**config.mk**
```make
export PLATFORM = sky130hd
export DESIGN_NAME = wb_stage_seq
export DESIGN_NICKNAME = d
export VERILOG_FILES = /design/src/rtl/wb_stage_seq.sv
export SDC_FILE = /design/constraint.sdc
export NUM_CORES = 1
export LEC_CHECK = 0
export ABC_AREA = 1
export BUFFER_PORTS_ARGS = -buffer_cell sky130_fd_sc_hd__buf_2
export CAP_MARGIN = 20
export CORE_MARGIN = 5
export CORE_UTILIZATION = 40
export DETAILED_ROUTE_END_ITERATION = 6
export GPL_TIMING_DRIVEN = 0
export MAX_ROUTING_LAYER = met4
export SLEW_MARGIN = 20
export SYNTH_ARGS = -nofsm -noshare
export SYNTH_HDL_FRONTEND = slang
export SYNTH_SLANG_ARGS = --single-unit
```
**constraint.sdc**
```tcl
create_clock -name clk -period 2.6 [get_ports clk]
set_input_delay 0.39 -clock clk [delete_from_list [all_inputs] [get_ports clk]]
set_output_delay 0.39 -clock clk [all_outputs]
set_load 0.005 [all_outputs]
```
**src/rtl/wb_stage_seq.sv**
```systemverilog
// Registered writeback stage: selects register-file write data, waits on
// variable-latency load responses and extracts/extends sub-word load data.
module wb_stage_seq #(
    parameter int XLEN    = 32,
    parameter int RA_W    = 5,
    parameter int PC_STEP = 4
) (
    input  logic            clk,
    input  logic            rstn,
    input  logic            in_valid,
    output logic            in_ready,
    input  logic [2:0]      in_wdsel,
    input  logic            in_regwrite,
    input  logic [RA_W-1:0] in_rd,
    input  logic [XLEN-1:0] in_c,
    input  logic [XLEN-1:0] in_pc,
    input  logic [XLEN-1:0] in_csr_rdata,
    input  logic [2:0]      in_funct3,
    input  logic [2:0]      in_addr_lo,
    input  logic            dm_rvalid,
    input  logic [XLEN-1:0] dm_rdata,
    output logic            rf_we,
    output logic [RA_W-1:0] rf_waddr,
    output logic [XLEN-1:0] rf_wdata,
    output logic            pend_valid,
    output logic [RA_W-1:0] pend_rd,
    output logic            proto_err
);

    localparam int OW = $clog2(XLEN / 8);

    typedef enum logic {IDLE, WAIT} state_t;

    state_t          state_q, state_d;
    logic            rf_we_q, rf_we_d;
    logic [RA_W-1:0] rf_waddr_q, rf_waddr_d;
    logic [XLEN-1:0] rf_wdata_q, rf_wdata_d;
    logic [RA_W-1:0] pend_rd_q, pend_rd_d;
    logic            ld_regwrite_q, ld_regwrite_d;
    logic [2:0]      ld_funct3_q, ld_funct3_d;
    logic [OW-1:0]   ld_off_q, ld_off_d;
    logic            proto_err_q, proto_err_d;

    logic [XLEN-1:0] sel_data;
    logic [XLEN-1:0] ld_data;
    logic [OW-1:0]   off_h, off_w;
    logic [7:0]      ld_b;
    logic [15:0]     ld_h;
    logic [31:0]     ld_w;
    logic            unused_addr_hi;

    assign unused_addr_hi = in_addr_lo[2];

    always_comb begin
        sel_data = in_pc + XLEN'(PC_STEP);
        case (in_wdsel)
            3'b000:  sel_data = in_c;
            3'b011:  sel_data = in_pc + in_c;
            3'b100:  sel_data = in_csr_rdata;
            default: sel_data = in_pc + XLEN'(PC_STEP);
        endcase
    end

    // Half/word lanes ignore the offset bits below their own alignment.
    assign off_h = ld_off_q & ~OW'(1);
    assign off_w = ld_off_q & ~OW'(3);
    assign ld_b  = dm_rdata[{ld_off_q, 3'b000} +: 8];
    assign ld_h  = dm_rdata[{off_h, 3'b000} +: 16];
    assign ld_w  = dm_rdata[{off_w, 3'b000} +: 32];

    always_comb begin
        ld_data = XLEN'($signed(ld_w));
        case (ld_funct3_q)
            3'b000:  ld_data = XLEN'($signed(ld_b));
            3'b001:  ld_data = XLEN'($signed(ld_h));
            3'b010:  ld_data = XLEN'($signed(ld_w));
            3'b100:  ld_data = XLEN'(ld_b);
            3'b101:  ld_data = XLEN'(ld_h);
            3'b110:  ld_data = XLEN'(ld_w);
            default: ld_data = (XLEN == 64) ? dm_rdata : XLEN'($signed(ld_w));
        endcase
    end

    always_comb begin
        state_d       = state_q;
        rf_we_d       = 1'b0;
        rf_waddr_d    = rf_waddr_q;
        rf_wdata_d    = rf_wdata_q;
        pend_rd_d     = pend_rd_q;
        ld_regwrite_d = ld_regwrite_q;
        ld_funct3_d   = ld_funct3_q;
        ld_off_d      = ld_off_q;
        proto_err_d   = proto_err_q;
        case (state_q)
            IDLE: begin
                if (dm_rvalid) begin
                    proto_err_d = 1'b1;
                end
                if (in_valid) begin
                    if (in_wdsel == 3'b001) begin
                        state_d       = WAIT;
                        pend_rd_d     = in_rd;
                        ld_regwrite_d = in_regwrite;
                        ld_funct3_d   = in_funct3;
                        ld_off_d      = in_addr_lo[OW-1:0];
                    end else begin
                        rf_we_d    = in_regwrite && (in_rd != '0);
                        rf_waddr_d = in_rd;
                        rf_wdata_d = sel_data;
                    end
                end
            end
            WAIT: begin
                if (dm_rvalid) begin
                    state_d    = IDLE;
                    rf_we_d    = ld_regwrite_q && (pend_rd_q != '0);
                    rf_waddr_d = pend_rd_q;
                    rf_wdata_d = ld_data;
                end
            end
            default: state_d = IDLE;
        endcase
    end

    always_ff @(posedge clk or negedge rstn) begin
        if (!rstn) begin
            state_q       <= IDLE;
            rf_we_q       <= 1'b0;
            rf_waddr_q    <= '0;
            rf_wdata_q    <= '0;
            pend_rd_q     <= '0;
            ld_regwrite_q <= 1'b0;
            ld_funct3_q   <= '0;
            ld_off_q      <= '0;
            proto_err_q   <= 1'b0;
        end else begin
            state_q       <= state_d;
            rf_we_q       <= rf_we_d;
            rf_waddr_q    <= rf_waddr_d;
            rf_wdata_q    <= rf_wdata_d;
            pend_rd_q     <= pend_rd_d;
            ld_regwrite_q <= ld_regwrite_d;
            ld_funct3_q   <= ld_funct3_d;
            ld_off_q      <= ld_off_d;
            proto_err_q   <= proto_err_d;
        end
    end

    assign in_ready   = (state_q == IDLE);
    assign pend_valid = (state_q == WAIT);
    assign pend_rd    = pend_rd_q;
    assign rf_we      = rf_we_q;
    assign rf_waddr   = rf_waddr_q;
    assign rf_wdata   = rf_wdata_q;
    assign proto_err  = proto_err_q;

endmodule

```
---- Word level (Yosys, flattened, before mapping) ----
Cells that the tools add are included.
cells by class
  $add $sub $neg .......................... 2
  multipliers ............................. 0
  divide/modulo/power cells ............... 0
  magnitude comparators ................... 0
  equal/unequal tests ..................... 9
  shifts and indexed selects .............. 2
  mux-type cells .......................... 18
  bitwise operators ....................... 1
  reduce and logical (&&, ||, !) cells .... 9
operators by type and width
  operator                 number
  $pmux W32 S4             1
  $mux W32                 3
  $pmux W32 S3             1
  $pmux W32 S2             1
  $add A32 B3 Y32 const B  1
  $add A32 B32 Y32         1
  $shiftx A32 B6 Y16       1
  $shiftx A32 B6 Y8        1
  $mux W5                  3
  $pmux W5 S2              1
  $reduce_bool A5 Y1       2
  $eq A3 B3 Y1 const B     3
  $eq A3 B1 Y1 const B     2
  $logic_not A3 Y1         2
  $mux W1                  6
  $ne A2 B2 Y1 const B     3
  $reduce_and A3 Y1        2
  $pmux W1 S2              2
  $eq A3 B2 Y1 const B     1
  $logic_and A1 B1 Y1      2
  $reduce_and A2 Y1        1
  $not A1 Y1               1
storage, ports and cells
  bits in registers ....................... 51
  bits in latches ......................... 0
  bits in writable memories ............... 0
  bits in read-only memories .............. 0
  output and inout bits ................... 46
  memories ................................ 0

---- Logic depth before layout (Yosys ltp) ----
Gate-level depths: netlist (run 1).
  word-level depth ........................ 5
  depth in mapped cells ................... 17

---- Worst setup path after synthesis (run 1) ----
No wires, ideal clock.
  kind .................................... input to register
  start point ............................. input port in_c[0]
  end point ............................... register rf_wdata_q[18], in the netlist rf_wdata[18]
  setup time .............................. 0.116 ns
  data arrival time ....................... 1.875 ns
  data required time ...................... 2.484 ns
  path slack .............................. 0.609 ns
  cell stages on the path ................. 16
  path buffers ............................ 0
  path through ............................ ha_1 > inv_1 > fa_1 > inv_1 > nand3_1 > nand3_1 > nand2_1 > nand2_1 > nand2_1 > nand2_1 > a21oi_1 > nand2b_1 > nand3_1 > nand2_1 > nand2_1 > nand2_1
between the ends
  cells in the longest elaborated chain, start to end .. 5
RTL lines
  element                 line  source
  start: declaration      15    input logic [XLEN-1:0] in_c,
  $add A32 B32 Y32        58    3'b011: sel_data = in_pc + in_c;
  $pmux W32 S3            56    case (in_wdsel)
  $mux W32                100   if (in_wdsel == 3'b001) begin
  $mux W32                99    if (in_valid) begin
  $pmux W32 S2            94    case (state_q)
  end signal: assignment  140   rf_wdata_q <= rf_wdata_d;
  end: declaration        37    logic [XLEN-1:0] rf_wdata_q, rf_wdata_d;
No other way between the ends. The select of a mux whose other input is x is not followed.
A chain may end at the register's enable or synchronous reset.

---- Worst setup path after layout (run 1) ----
  start point ............................. input port in_c[18]
  end point ............................... register rf_wdata_q[19], in the netlist rf_wdata[19]
Same word-level chain as after synthesis.

==> metrics.md, run 1 <==
| Metric | Value |
|---|---|
| Router iterations before antenna repair | 5 |
| Worst Path Required | 2830 ps |
| Max-slew headroom | 0.5254 |
| Syn Nets | 1361 |
| CP Class | input pin to flop |
| Vias | 8391 |
| H-tree depth | 2 |
| # rows | 47 |
| Insertion delay to the later sink of the worst-skew pair | 300 ps |
| Cts repair resizes | 0 |
| Crit path to | rf_wdata[19]$_DFFE_PN0P_ |
| Worst-margin pin slew | 711.8 ps |
| Syn Area/Cell | 5.633 sq um |
| Worst hold slack | 102.3 ps |
| Period utilization | 0.8763 |
| Max FO, Critical Path | 5 |
| Max-Cap Viols | 0 |
| Wl on met1 | 13830 microns |
| Post-detail-place hpwl | 24410 microns |
| Ys async rst share | 1.000 |
| Max-slew violation count | 0 |
| FF-to-FF setup slack | 450 ps |
| Iter 0 DRT Violations | 698 |
| Core area | 16470 sq um |
| Final #Nets | 1559 |
| Peak supply drop | 329.8 uV |
| Hold crit path type | input pin to async pin |
| Largest net degree at the start of global routing | 52 |
| DR WL/cell | 18.20 microns |
| Switching pwr | 1.518 mW |
| Die W | 139.0 microns |
| Synth cell types | 45 |
| Synth area leaders | nand2_1, dfrtp_1, inv_1 |
| Wire length on met2 | 12150 microns |
| Seq cells post-synth | 51 |
| Metal3 WL | 2284 microns |
| Fmax | 0.4389 GHz |
| Reg2reg start | pend_valid$_DFF_PN0_ |
| Die Height | 139.0 microns |
| PortBufs | 191 |
| Area leader, netlist | nand2_1 |
| Antenna violations before repair | 1 |
| Seq/Total Area, Yosys | 0.1918 |
| Hold Vio Cnt, Final | 0 |
| Warnings, synthesis | 0 |
| Via density per instance | 5.241 |
| Static Leak | 4.429 nW |
| TritonCTS clock tree | done |
| Clock skew | 5.256 ps |
| Post-synth EDFFs | 0 |
| GRT Residual Overflow | 0 |
| Detail Route Antenna Nets | 0 |
| Reg power frac | 0.310 |
| Design Area, Final | 8034 sq um |
| GRT Overall Usage | 0.2979 |
| Post-synthesis cell area | 6653 sq um |
| CP Launch Point | in_c[18] |
| Total power | 3.434 mW |
| Startpoint Class | input pin |
| Clock tree buffer depth | 2 |
| Total routed wirelength | 29140 microns |
| Fill cells | 1917 |
| Clk sinks | 51 |
| Die area | 19310 sq um |
| Post-CTS Setup Inserts | 0 |
| Clk slew on worst S/H paths | 70 ps |
| Vias in the first global route | 7985 |
| CTS Hold Bufs | 0 |
| Layout cell share with drive strength beyond 1 | 0.1841 |
| # DRC | 0 |
| Synthesized netlist cell count | 1181 |
| Status | completed |
| Pwr Density | 427.5 nW/um^2 |
| Root Driver | clkbuf_16 |
| Final setup TNS | 0 ps |
| Final worst path period need | 2278 ps |
| Switching Share | 0.4419 |
| Crit. End Element | flop |
| Synth top area share | 0.2296 |
| Top-Level Pins | 193 |
| GPL Wtd Cong | 0.9822 |
| Crit path DAT | 2510 ps |
| Global-route wire length before repair | 44420 microns |
| Pint | 1.917 mW |
| Final setup viols | 0 |
| Logic pwr share | 0.495 |
| Clock power share | 0.195 |
| FF-to-FF path depth | 6 |
| Reg2reg end | rf_wdata[13]$_DFFE_PN0P_ |
| CTS buffer count | 5 |
| Starting density of the core | 0.4040 |
| Area grow syn2layout | 20.76% |
| Most used flip-flop cell after synthesis | dfrtp_1 |
| Post-DP Area | 7886 sq um |
| Unrepaired setup endpoints after global routing | no |
| Max layer used | met4 |
-- power by group through the flow --
stage / Clock [mW] / Sequential, mW / Combinational (mW)
finish: 0.671 / 1.06 / 1.70
global route: 0.723 / 1.09 / 1.89
CTS: 0.686 / 1.07 / 1.68
detailed placement: 0 / 1.08 / 1.68
global placement: 0 / 1.08 / 1.67
floorplan: 0 / 1.07 / 0.969
-- synthesized netlist by cell type (15+ instances only) --
library cell	instances
o21ai_0	56
nand2_1	407
inv_2	15
nand4_1	17
ha_1	32
o21ai_1	19
inv_1	151
nand3_1	78
nor3_1	17
buf_2	16
nor2_1	113
a21oi_1	77
dfrtp_1	51
-- per-stage QoR --
step,util,worst slack (ps),cells
final,0.4879,321.7,1601
after global routing,0.4879,87.66,1601
after CTS,0.4878,358.5,1600
after detailed placement,0.4790,56.10,1592
after global placement,0.4788,42.99,1592
after floorplan,-,608.7,1181
-- cells by family after synthesis --
logic type / after synthesis / synth area share
buffers and inverters: 203 / 0.1175
AO/OA/AOI/OAI: 202 / 0.1743
AND/OR/NAND/NOR: 671 / 0.4243
multiplexers: 3 / 0.005078
flip-flops: 51 / 0.1918
XOR/XNOR: 18 / 0.02370
adder cells (fa/ha/maj): 33 / 0.06319
-- cell type report --
| cell class | instances | area [sq um] | share of cell area |
|---|---|---|---|
| multi-input combinational | 927 | 4594 | 0.5719 |
| sequential | 51 | 1276 | 0.1589 |
| timing repair buffer | 191 | 958.4 | 0.1193 |
| inverter | 168 | 630.6 | 0.07849 |
| tap | 220 | 275.3 | 0.03426 |
| buffer | 35 | 151.4 | 0.01884 |
| clock buffer | 6 | 128.9 | 0.01604 |
| clock inverter | 2 | 16.27 | 0.002025 |
| antenna | 1 | 2.502 | 0.0003115 |
-- layout by cell type (no fill, tap or decap), drive strengths merged --
master    instances
clkinvlp          1
nor2            120
o22ai             2
nor3             21
a21oi            78
ha               32
nand4            17
buf             212
and2              2
o21a              1
nor3b             3
o31ai             1
xnor2             5
nor4              1
or2              10
nand3            80
a22o              8
clkbuf           20
o21bai            2
diode             1
o211ai            3
fa                1
nand2           410
o21ai            75
dfrtp            51
clkinv            2
mux2              3
a221oi           14
a21o              2
xor2             13
a221o             2
a31oi            13
nand2b            1
inv             167
o221ai            1
nand3b            6
-- registers in the layout, indices dropped and copies added, names as in the netlist --
name,cells
rf_we,1
ld_regwrite_q,1
rf_waddr,5
rf_wdata,32
ld_off_q,2
ld_funct3_q,3
pend_rd,5
pend_valid,1
proto_err,1
-- per-layer routing --
layer	global-route usage	vias up
met1	0.4289	3756
met4	0.08239	0
met3	0.04276	49
met2	0.4357	368
met5	-	-
li1	-	4218
-- how the worst min path moves through the flow --
stage | startpoint | to | slack (ps) | cells after the start
floorplan | rstn | ld_funct3_q[0]$_DFFE_PN0P_ | 90 | 0
global placement | proto_err$_DFFE_PN0P_ | proto_err$_DFFE_PN0P_ | 440 | 1
detailed placement | proto_err$_DFFE_PN0P_ | proto_err$_DFFE_PN0P_ | 440 | 1
CTS | rstn | rf_wdata[31]$_DFFE_PN0P_ | 160 | 1
global route | rstn | rf_wdata[19]$_DFFE_PN0P_ | 170 | 1
finish | rstn | rf_wdata[19]$_DFFE_PN0P_ | 100 | 1
-- critical path, stage by stage --
cell     delay [ps]
buf_2           140
ha_1            370
nand2_1         130
inv_1            60
nand2_1         110
inv_1           100
nand2_1          80
nand2_1         160
inv_1            90
nand3_1         180
nand2_1         100
nand2_1          50
o21ai_1         210
nand2_1         110
nand2_1         120
nand2_1          60
nand2_1          50
(Power assumes the default switching activity.)
==> run 2: changes to the inputs <==
BUFFER_PORTS_ARGS = default   (was -buffer_cell sky130_fd_sc_hd__buf_2)
DONT_BUFFER_PORTS = 1   (was default)
GPL_ROUTABILITY_DRIVEN = 1   (was default)
==> run 2 against run 1 <==
  * Maximum frequency is 1.1% higher
  * Design area is 11% lower
  * Clock skew is 1.6 ps higher
  * Cell count is 12% lower
  * Critical endpoint is now rf_wdata[0]$_DFFE_PN0P_
==> metrics.md, run 2 (synthesis gave the netlist of run 1 again) <==
| Metric | Value |
|---|---|
| Final worst path period need | 2253 ps (was 2278 ps) |
| Insertion delay to the later sink of the worst-skew pair | 300 ps (about the same) |
| Hold crit path type | input pin to flop (was input pin to async pin) |
| Total power | 3.132 mW (was 3.434 mW) |
| Wire length on met2 | 12160 microns (was 12150 microns) |
| CP Class | flop to flop (was input pin to flop) |
| Unrepaired setup endpoints after global routing | no (unchanged) |
| Worst hold slack | 182.8 ps (was 102.3 ps) |
| Crit-path slowest cell | buf_1 (was ha_1) |
| # DRC | 0 (unchanged) |
| Max layer used | met4 (unchanged) |
| Worst Path Required | 2760 ps (was 2830 ps) |
| Starting density of the core | 0.4040 (unchanged) |
| # rows | 47 (unchanged) |
| Die W | 139.0 microns (unchanged) |
| Max-slew headroom | 0.4957 (was 0.5254) |
| Static Leak | 3.688 nW (was 4.429 nW) |
| FF-to-FF path depth | 6 (unchanged) |
| Worst-margin pin slew | 756.5 ps (was 711.8 ps) |
| Crit path DAT | 2420 ps (was 2510 ps) |
| Vias in the first global route | 7341 (was 7985) |
| FF-to-FF setup slack | 350 ps (was 450 ps) |
| Reg2reg end | rf_wdata[0]$_DFFE_PN0P_ (was rf_wdata[13]$_DFFE_PN0P_) |
| Layout cell share with drive strength beyond 1 | 0.05374 (was 0.1841) |
| CTS buffer count | 5 (unchanged) |
| Antenna violations before repair | 0 (was 1) |
| WP depth | 6 (was 17) |
| Fmax | 0.4438 GHz (was 0.4389 GHz) |
| Final setup viols | 0 (unchanged) |
| Commonest non-fill, non-tap cell in the layout | nand2_1 (unchanged) |
| Global-route wire length before repair | 42920 microns (was 44420 microns) |
| Crit path to | rf_wdata[0]$_DFFE_PN0P_ (was rf_wdata[19]$_DFFE_PN0P_) |
| Max-slew violation count | 0 (unchanged) |
| Period utilization | 0.8667 (was 0.8763) |
| Peak supply drop | 329.2 uV (was 329.8 uV) |
| DR WL/cell | 19.96 microns (was 18.20 microns) |
| Post-detail-place hpwl | 23630 microns (was 24410 microns) |
| Final setup TNS | 0 ps (unchanged) |
| Clk sinks | 51 (unchanged) |
| Root Driver | clkbuf_16 (unchanged) |
| Iter 0 DRT Violations | 652 (was 698) |
| GRT Residual Overflow | 0 (unchanged) |
| Max FFs per register | 32 (unchanged) |
| Reg2reg start | pend_valid$_DFF_PN0_ (unchanged) |
| Area grow syn2layout | 6.884% (was 20.76%) |
| Pwr Density | 440.5 nW/um^2 (was 427.5 nW/um^2) |
| Die area | 19310 sq um (unchanged) |
| H-tree depth | 2 (unchanged) |
| Startpoint Class | flop (was input pin) |
| Metal3 WL | 2907 microns (was 2284 microns) |
| Vias | 7742 (was 8391) |
| Delay-heaviest family, CP | buffers and inverters (was simple AND/OR/NAND/NOR gates) |
| Detail Route Antenna Nets | 0 (unchanged) |
| Router iterations before antenna repair | 5 (unchanged) |
| Via density per instance | 5.487 (was 5.241) |
| TritonCTS clock tree | done (unchanged) |
| Clk slew on worst S/H paths | 70 ps (about the same) |
| Clock tree buffer depth | 2 (unchanged) |
| Cell Chain, Critical Path | clkbuf_1 -> inv_2 -> buf_1 -> a21oi_1 -> o21ai_1 -> a31oi_1 (was buf_2 -> ha_1 -> nand2_1 -> inv_1 -> nand2_1 -> inv_1 -> nand2_1 -> nand2_1 -> inv_1 -> nand3_1 -> nand2_1 -> nand2_1 -> o21ai_1 -> nand2_1 -> nand2_1 -> nand2_1 -> nand2_1) |
| Max-Cap Viols | 0 (unchanged) |
| Die Height | 139.0 microns (unchanged) |
| PortBufs | 0 (was 191) |
| Max FO, Critical Path | 10 (was 5) |
| Top-Level Pins | 193 (unchanged) |
| Hold Vio Cnt, Final | 0 (unchanged) |
| Largest net degree at the start of global routing | 52 (unchanged) |
| Worst stage delay on the critical path | 610 ps (was 370 ps) |
| GRT Overall Usage | 0.2907 (was 0.2979) |
| Post-CTS Setup Inserts | 0 (unchanged) |
| Buf+Inv Stages, Crit Path | 3 (was 4) |
| GPL Wtd Cong | 1.011 (was 0.9822) |
| Status | completed (unchanged) |
| CP Launch Point | pend_valid$_DFF_PN0_ (was in_c[18]) |
| Clock skew | 6.889 ps (was 5.256 ps) |
| Most frequent cells in the layout | nand2_1, inv_1, nor2_1 (was nand2_1, buf_2, inv_1) |
| Setup slack at placement | 128.2 ps (was 56.10 ps) |
| Wl on met1 | 12310 microns (was 13830 microns) |
| Antenna diodes | 0 (was 1) |
| Final #Nets | 1370 (was 1559) |
| Crit. End Element | flop (unchanged) |
| Core area | 16470 sq um (unchanged) |
| Total routed wirelength | 28160 microns (was 29140 microns) |
| Setup WS post-layout | 346.6 ps (was 321.7 ps) |
## run 2: report_power, final
group	switching, mW	internal [mW]
clock network	0.303	0.361
registers	0.165	0.955
logic	0.908	0.440
## run 2: per-stage QoR
stage                     cell area, sq um  instances    util
after global routing                  7111       1411  0.4318
after floorplan                       6653       1181       -
final                                 7111       1411  0.4318
after CTS                             7111       1411  0.4318
after detailed placement              6928       1401  0.4207
after global placement                6928       1401  0.4207
## run 2: cell type report
| class | count | area (sq um) |
|---|---|---|
| buffer | 35 | 151.4 |
| clock buffer | 6 | 128.9 |
| clock inverter | 2 | 16.27 |
| fill | 1870 | 9355 |
| inverter | 168 | 630.6 |
| multi-input combinational | 927 | 4594 |
| sequential | 51 | 1276 |
| tap | 220 | 275.3 |
| timing repair buffer | 2 | 37.54 |
## run 2: worst min path at each step
| stage | start | cells past startpoint | to |
|---|---|---|---|
| final | dm_rvalid | 1 | pend_valid$_DFF_PN0_ |
| after global routing | dm_rvalid | 1 | pend_valid$_DFF_PN0_ |
| after CTS | dm_rvalid | 1 | pend_valid$_DFF_PN0_ |
| after detailed placement | rstn | 0 | rf_wdata[28]$_DFFE_PN0P_ |
| after global placement | rstn | 0 | rf_wdata[20]$_DFFE_PN0P_ |
| after floorplan | rstn | 0 | ld_funct3_q[0]$_DFFE_PN0P_ |
## run 2: routing by layer
metal  vias to the layer above  global-route usage
met4                         0             0.07415
met3                        44             0.06483
met5                         -                   -
li1                       3841                   -
met2                       367              0.4408
met1                      3490              0.3937
## run 2: timing repair
| action | 4_1_cts | 5_1_grt |
|---|---|---|
| gates resized for setup | 0 | 0 |
| hold buffers | 2 | 0 |
| endpoints found under the hold margin | 51 | 0 |
